**src/rtl/alu_issue.sv**
```systemverilog
// Operand-issue / writeback stage around an external combinational ALU.
// Commands read a small register file, drive the ALU, and return results over a valid/ready port.
module alu_issue #(
  parameter int WIDTH = 8,
  parameter int REGS  = 4,
  parameter int AW    = 2
) (
  input  logic             clk,
  input  logic             rst_n,
  input  logic             cmd_valid,
  output logic             cmd_ready,
  input  logic             cmd_load,
  input  logic [2:0]       cmd_op,
  input  logic [AW-1:0]    cmd_rd,
  input  logic [AW-1:0]    cmd_rs1,
  input  logic [AW-1:0]    cmd_rs2,
  input  logic [WIDTH-1:0] cmd_imm,
  output logic [WIDTH-1:0] alu_a,
  output logic [WIDTH-1:0] alu_b,
  output logic [2:0]       alu_op,
  input  logic [WIDTH-1:0] alu_y,
  output logic             res_valid,
  input  logic             res_ready,
  output logic [WIDTH-1:0] res_data,
  output logic             res_zero,
  output logic             res_dz,
  input  logic [AW-1:0]    dbg_sel,
  output logic [WIDTH-1:0] dbg_data
);

  // Handshakes: a transfer happens on a rising edge where valid && ready;
  // the producer holds payload stable while valid is high and ready is low.
  localparam logic [1:0] S_IDLE  = 2'd0;
  localparam logic [1:0] S_ISSUE = 2'd1;
  localparam logic [1:0] S_RESP  = 2'd2;

  logic [1:0]       state_q, state_d;
  logic [WIDTH-1:0] rf_q [REGS];
  logic [WIDTH-1:0] rf_d [REGS];
  logic [WIDTH-1:0] alu_a_q, alu_a_d;
  logic [WIDTH-1:0] alu_b_q, alu_b_d;
  logic [2:0]       alu_op_q, alu_op_d;
  logic [AW-1:0]    rd_q, rd_d;
  logic             dz_q, dz_d;
  logic [WIDTH-1:0] res_data_q, res_data_d;
  logic             res_zero_q, res_zero_d;
  logic             res_dz_q, res_dz_d;
  logic             res_valid_q, res_valid_d;
  logic [WIDTH-1:0] wb_val;

  always_comb begin
    state_d     = state_q;
    rf_d        = rf_q;
    alu_a_d     = alu_a_q;
    alu_b_d     = alu_b_q;
    alu_op_d    = alu_op_q;
    rd_d        = rd_q;
    dz_d        = dz_q;
    res_data_d  = res_data_q;
    res_zero_d  = res_zero_q;
    res_dz_d    = res_dz_q;
    res_valid_d = res_valid_q;
    // Divide-by-zero forces all-ones regardless of what the ALU produces.
    wb_val      = dz_q ? {WIDTH{1'b1}} : alu_y;
    case (state_q)
      S_IDLE: begin
        if (cmd_valid) begin
          if (cmd_load) begin
            rf_d[cmd_rd] = cmd_imm;
            res_data_d   = cmd_imm;
            res_zero_d   = (cmd_imm == '0);
            res_dz_d     = 1'b0;
            res_valid_d  = 1'b1;
            state_d      = S_RESP;
          end else begin
            alu_a_d  = rf_q[cmd_rs1];
            alu_b_d  = rf_q[cmd_rs2];
            alu_op_d = cmd_op;
            rd_d     = cmd_rd;
            dz_d     = (cmd_op == 3'b011) && (rf_q[cmd_rs2] == '0);
            state_d  = S_ISSUE;
          end
        end
      end
      S_ISSUE: begin
        rf_d[rd_q]  = wb_val;
        res_data_d  = wb_val;
        res_zero_d  = (wb_val == '0);
        res_dz_d    = dz_q;
        res_valid_d = 1'b1;
        state_d     = S_RESP;
      end
      S_RESP: begin
        if (res_ready) begin
          res_valid_d = 1'b0;
          state_d     = S_IDLE;
        end
      end
      default: state_d = S_IDLE;
    endcase
  end

  always_ff @(posedge clk or negedge rst_n) begin
    if (!rst_n) begin
      state_q     <= S_IDLE;
      for (int i = 0; i < REGS; i++) rf_q[i] <= '0;
      alu_a_q     <= '0;
      alu_b_q     <= '0;
      alu_op_q    <= '0;
      rd_q        <= '0;
      dz_q        <= 1'b0;
      res_data_q  <= '0;
      res_zero_q  <= 1'b0;
      res_dz_q    <= 1'b0;
      res_valid_q <= 1'b0;
    end else begin
      state_q     <= state_d;
      rf_q        <= rf_d;
      alu_a_q     <= alu_a_d;
      alu_b_q     <= alu_b_d;
      alu_op_q    <= alu_op_d;
      rd_q        <= rd_d;
      dz_q        <= dz_d;
      res_data_q  <= res_data_d;
      res_zero_q  <= res_zero_d;
      res_dz_q    <= res_dz_d;
      res_valid_q <= res_valid_d;
    end
  end

  assign cmd_ready = (state_q == S_IDLE);
  assign alu_a     = alu_a_q;
  assign alu_b     = alu_b_q;
  assign alu_op    = alu_op_q;
  assign res_valid = res_valid_q;
  assign res_data  = res_data_q;
  assign res_zero  = res_zero_q;
  assign res_dz    = res_dz_q;
  assign dbg_data  = rf_q[dbg_sel];

endmodule
```
**config.mk**
```make
export PLATFORM = sky130hd
export DESIGN_NAME = alu_issue
export DESIGN_NICKNAME = d
export VERILOG_FILES = /design/src/rtl/alu_issue.sv
export SDC_FILE = /design/constraint.sdc
export NUM_CORES = 1
export LEC_CHECK = 0
export ABC_CLOCK_PERIOD_IN_PS = 1800
export BUFFER_PORTS_ARGS = -buffer_cell sky130_fd_sc_hd__clkbuf_2
export CAP_MARGIN = 10
export CORE_ASPECT_RATIO = 0.75
export CORE_MARGIN = 10
export CORE_UTILIZATION = 50
export CTS_BUF_LIST = sky130_fd_sc_hd__clkbuf_4
export CTS_CLUSTER_DIAMETER = 100
export DETAILED_ROUTE_END_ITERATION = 10
export PLACE_DENSITY_LB_ADDON = 0.12
export SLEW_MARGIN = 20
export SYNTH_ARGS = -nofsm -noshare
export SYNTH_HDL_FRONTEND = slang
export SYNTH_SLANG_ARGS = --single-unit
```
**constraint.sdc**
```tcl
create_clock -name clk -period 1.8 [get_ports clk]
set_input_delay 0.09 -clock clk [delete_from_list [all_inputs] [get_ports clk]]
set_output_delay 0.09 -clock clk [all_outputs]
set_load 0.01 [all_outputs]
```
==> metrics <==
status=finished clean; register area share after synthesis=0.4643; Core ar.=6929 um^2; DRT Pass-1 Iters=4; Final setup viols=0; Power Total=5212 uW; sum of negative setup slack=0 ns; ant diodes=0; PortBufs=70; worst path required time=about 2.1 ns; starting density of the core=0.5211; CTS tree=built; CP Capture Type=flip-flop; post-synth cell types=32; Layout area overhead=23.80%; synthesized flop and latch total=67; die area=around 11000 um^2; Worst Tran Pin Value=about 0.66 ns; Max Root-Sink Buffers=2; die outline height=about 94 um; gr ovfl total=0; largest net degree at the start of global routing=around 70; synthesized cell area=roughly 3600 um^2; worst hold path type=primary input to flip-flop; Worst Setup Start Kind=flip-flop; Post-synth ARST share=1.000; final hold vios=0; clk_skew=0.009886 ns; Root Buffer=clkbuf_4; critical path fanouts, max=10; peak supply drop=around 0.00055 V; via total after detailed routing=about 2800; Tcrit/Tclk final=0.9230; initial antenna violation count=0; Power Density=about 1200 nW/um^2; Slew headroom=0.5536; Antenna Nets Post-Route=0; # rows=26; post-route design area=4471 um^2; non-filler cells, final=476; clock sink total=67; RSZ-0062 raised after global routing=no; CTS clock-pin slew for the worst setup and hold paths=around 0.12 ns; sequential cell area=~1700 um^2; routed len/inst=just over 20 um; kind of critical path=flip-flop to flip-flop; f_max=between 600 and 700 MHz; via/cell ratio=slightly below 6; EDFF count, synth=0; share of cells above drive strength 1=0.5053; Final Util=0.6452; starting DRC count in detailed routing=159; synthesized area per cell=between 10 and 15 um^2; nets=405; Final Wtd Congestion=between 0.8 and 0.9; Final Max Tran Viols=0; Post-CTS Setup Bufs=0; Final Routed Wirelength=slightly below 10 mm; filler instances=about 570; Tmin final=approximately 1.7 ns; Global Route Usage Sum=0.1823; first-pass GRT wire length=between 15 and 20 mm; Post-Place Cells=444; Mapped Cells=276; Pleak=between 0.002 and 0.0025 uW; warnings from Yosys=0; max_cap viols=0; number of global-route vias before repair=2969; Die X=about 120 um; number of remaining DRC errors=0; Clock Latency Late Sink=roughly 0.41 ns; io pins=71; Main synth FF type=dfrtp_1; hpwl dp=7.126 mm; Post-Syn Nets=between 300 and 400; Clock H-tree levels=3; multi-input logic area=around 1800 um^2; CTS buffer count=9; DP Area=~4200 um^2; arrival time worst endpoint=between 1.5 and 2 ns
-- placed cells by master, fill, tap and decap left out, types with 5 or more instances in the layout --
cell,Yosys,routed
mux2_2,43,43
o21ai_0,10,9
o22ai_1,33,33
clkbuf_4,0,9
a31oi_1,9,9
dfrtp_1,67,67
nand2b_1,5,5
clkbuf_2,0,69
mux2_4,8,8
nand2_1,11,11
dlygate4sd3_1,0,16
nor2_1,17,17
mux4_2,24,24
buf_4,3,17
-- power breakdown --
part	switching, uW	total [uW]	leakage, uW	internal (uW)
registers	355	2320	0.000871	1960
logic	889	1920	0.00112	1030
clock network	563	981	0.0000717	418
-- state kept, by name, summed over array words and instances (netlist names) --
| register | count |
|---|---|
| rf_q | 32 |
| res_dz | 1 |
| alu_a | 8 |
| res_zero | 1 |
| res_data | 8 |
| res_valid | 1 |
| dz_q | 1 |
| alu_b | 8 |
| state_q | 2 |
| rd_q | 2 |
| alu_op | 3 |
-- metal layers --
| metal | vias up | track usage | routed length (um) |
|---|---|---|---|
| met4 | 0 | 0.03285 | 89 |
| met5 | - | 0 | 0 |
| met2 | 116 | 0.2918 | 4611 |
| met3 | 9 | 0.06126 | 764 |
| met1 | 1373 | 0.2388 | 4160 |
| li1 | 1279 | - | - |
-- worst max-delay path, stage by stage, from the launching register on --
cell and delay [ns]:
dfrtp_1 0.49, o21ai_0 0.58, o22ai_1 0.21, mux2_4 0.29
-- through the flow --
step	worst slack, ns	hold WS, ns
CTS	0.1063	0.02004
floorplan	0.2018	-0.2056
global placement	0.1425	0.1415
global route	0.01439	0.02268
detailed placement	0.1227	0.1331
finish	0.1386	0.04478
-- worst paths after layout --
path | depth (start not counted) | from | slack, ns | endpoint
worst max register to register | 3 | dz_q | 0.14 | rf_q[31]
worst min register to register | 1 | alu_op[2] | 0.50 | alu_op[2]
worst min-delay path | 3 | cmd_imm[1] | 0.04 | res_data[1]
max in group asynchronous | 3 | rst_n | 1.29 | res_data[0]
min in group asynchronous | 3 | rst_n | 0.22 | alu_op[0]
worst max-delay path | 3 | dz_q | 0.14 | rf_q[31]
-- cells by family after synthesis --
group / synth area share
compound gates: 0.1074
buf+inv: 0.03049
flops: 0.4643
mux: 0.3233
simple gates: 0.07450
-- what timing repair did --
action	in CTS	in global routing
hold buffers	16	0
gates resized for setup	0	2
endpoints found under the hold margin	75	0
endpoints found under the setup margin	0	7
-- synth_stat cells, drive strengths merged, types with 2 or more instances --
cell,count,area share
dfrtp,67,0.46
mux2,53,0.17
o22ai,33,0.057
mux4,24,0.15
nor2,19,0.023
buf,15,0.023
o21ai,14,0.029
nand2,11,0.011
a31oi,9,0.016
nand2b,6,0.011
clkbuf,5,0.0052
nor3,4,0.0055
nor4,4,0.0069
inv,2,0.0021
nand3,2,0.0028
or2,2,0.0035
-- layout make-up --
class                           count  area share
Multi-Input combinational cell    187      0.4092
Sequential cell                    67      0.3750
Timing Repair Buffer              106      0.1562
Tap cell                           98     0.02743
Clock inverter                      7     0.01539
Clock buffer                        9     0.01511
Inverter                            2    0.001679
Note: power is estimated with default switching activity, not from simulation.
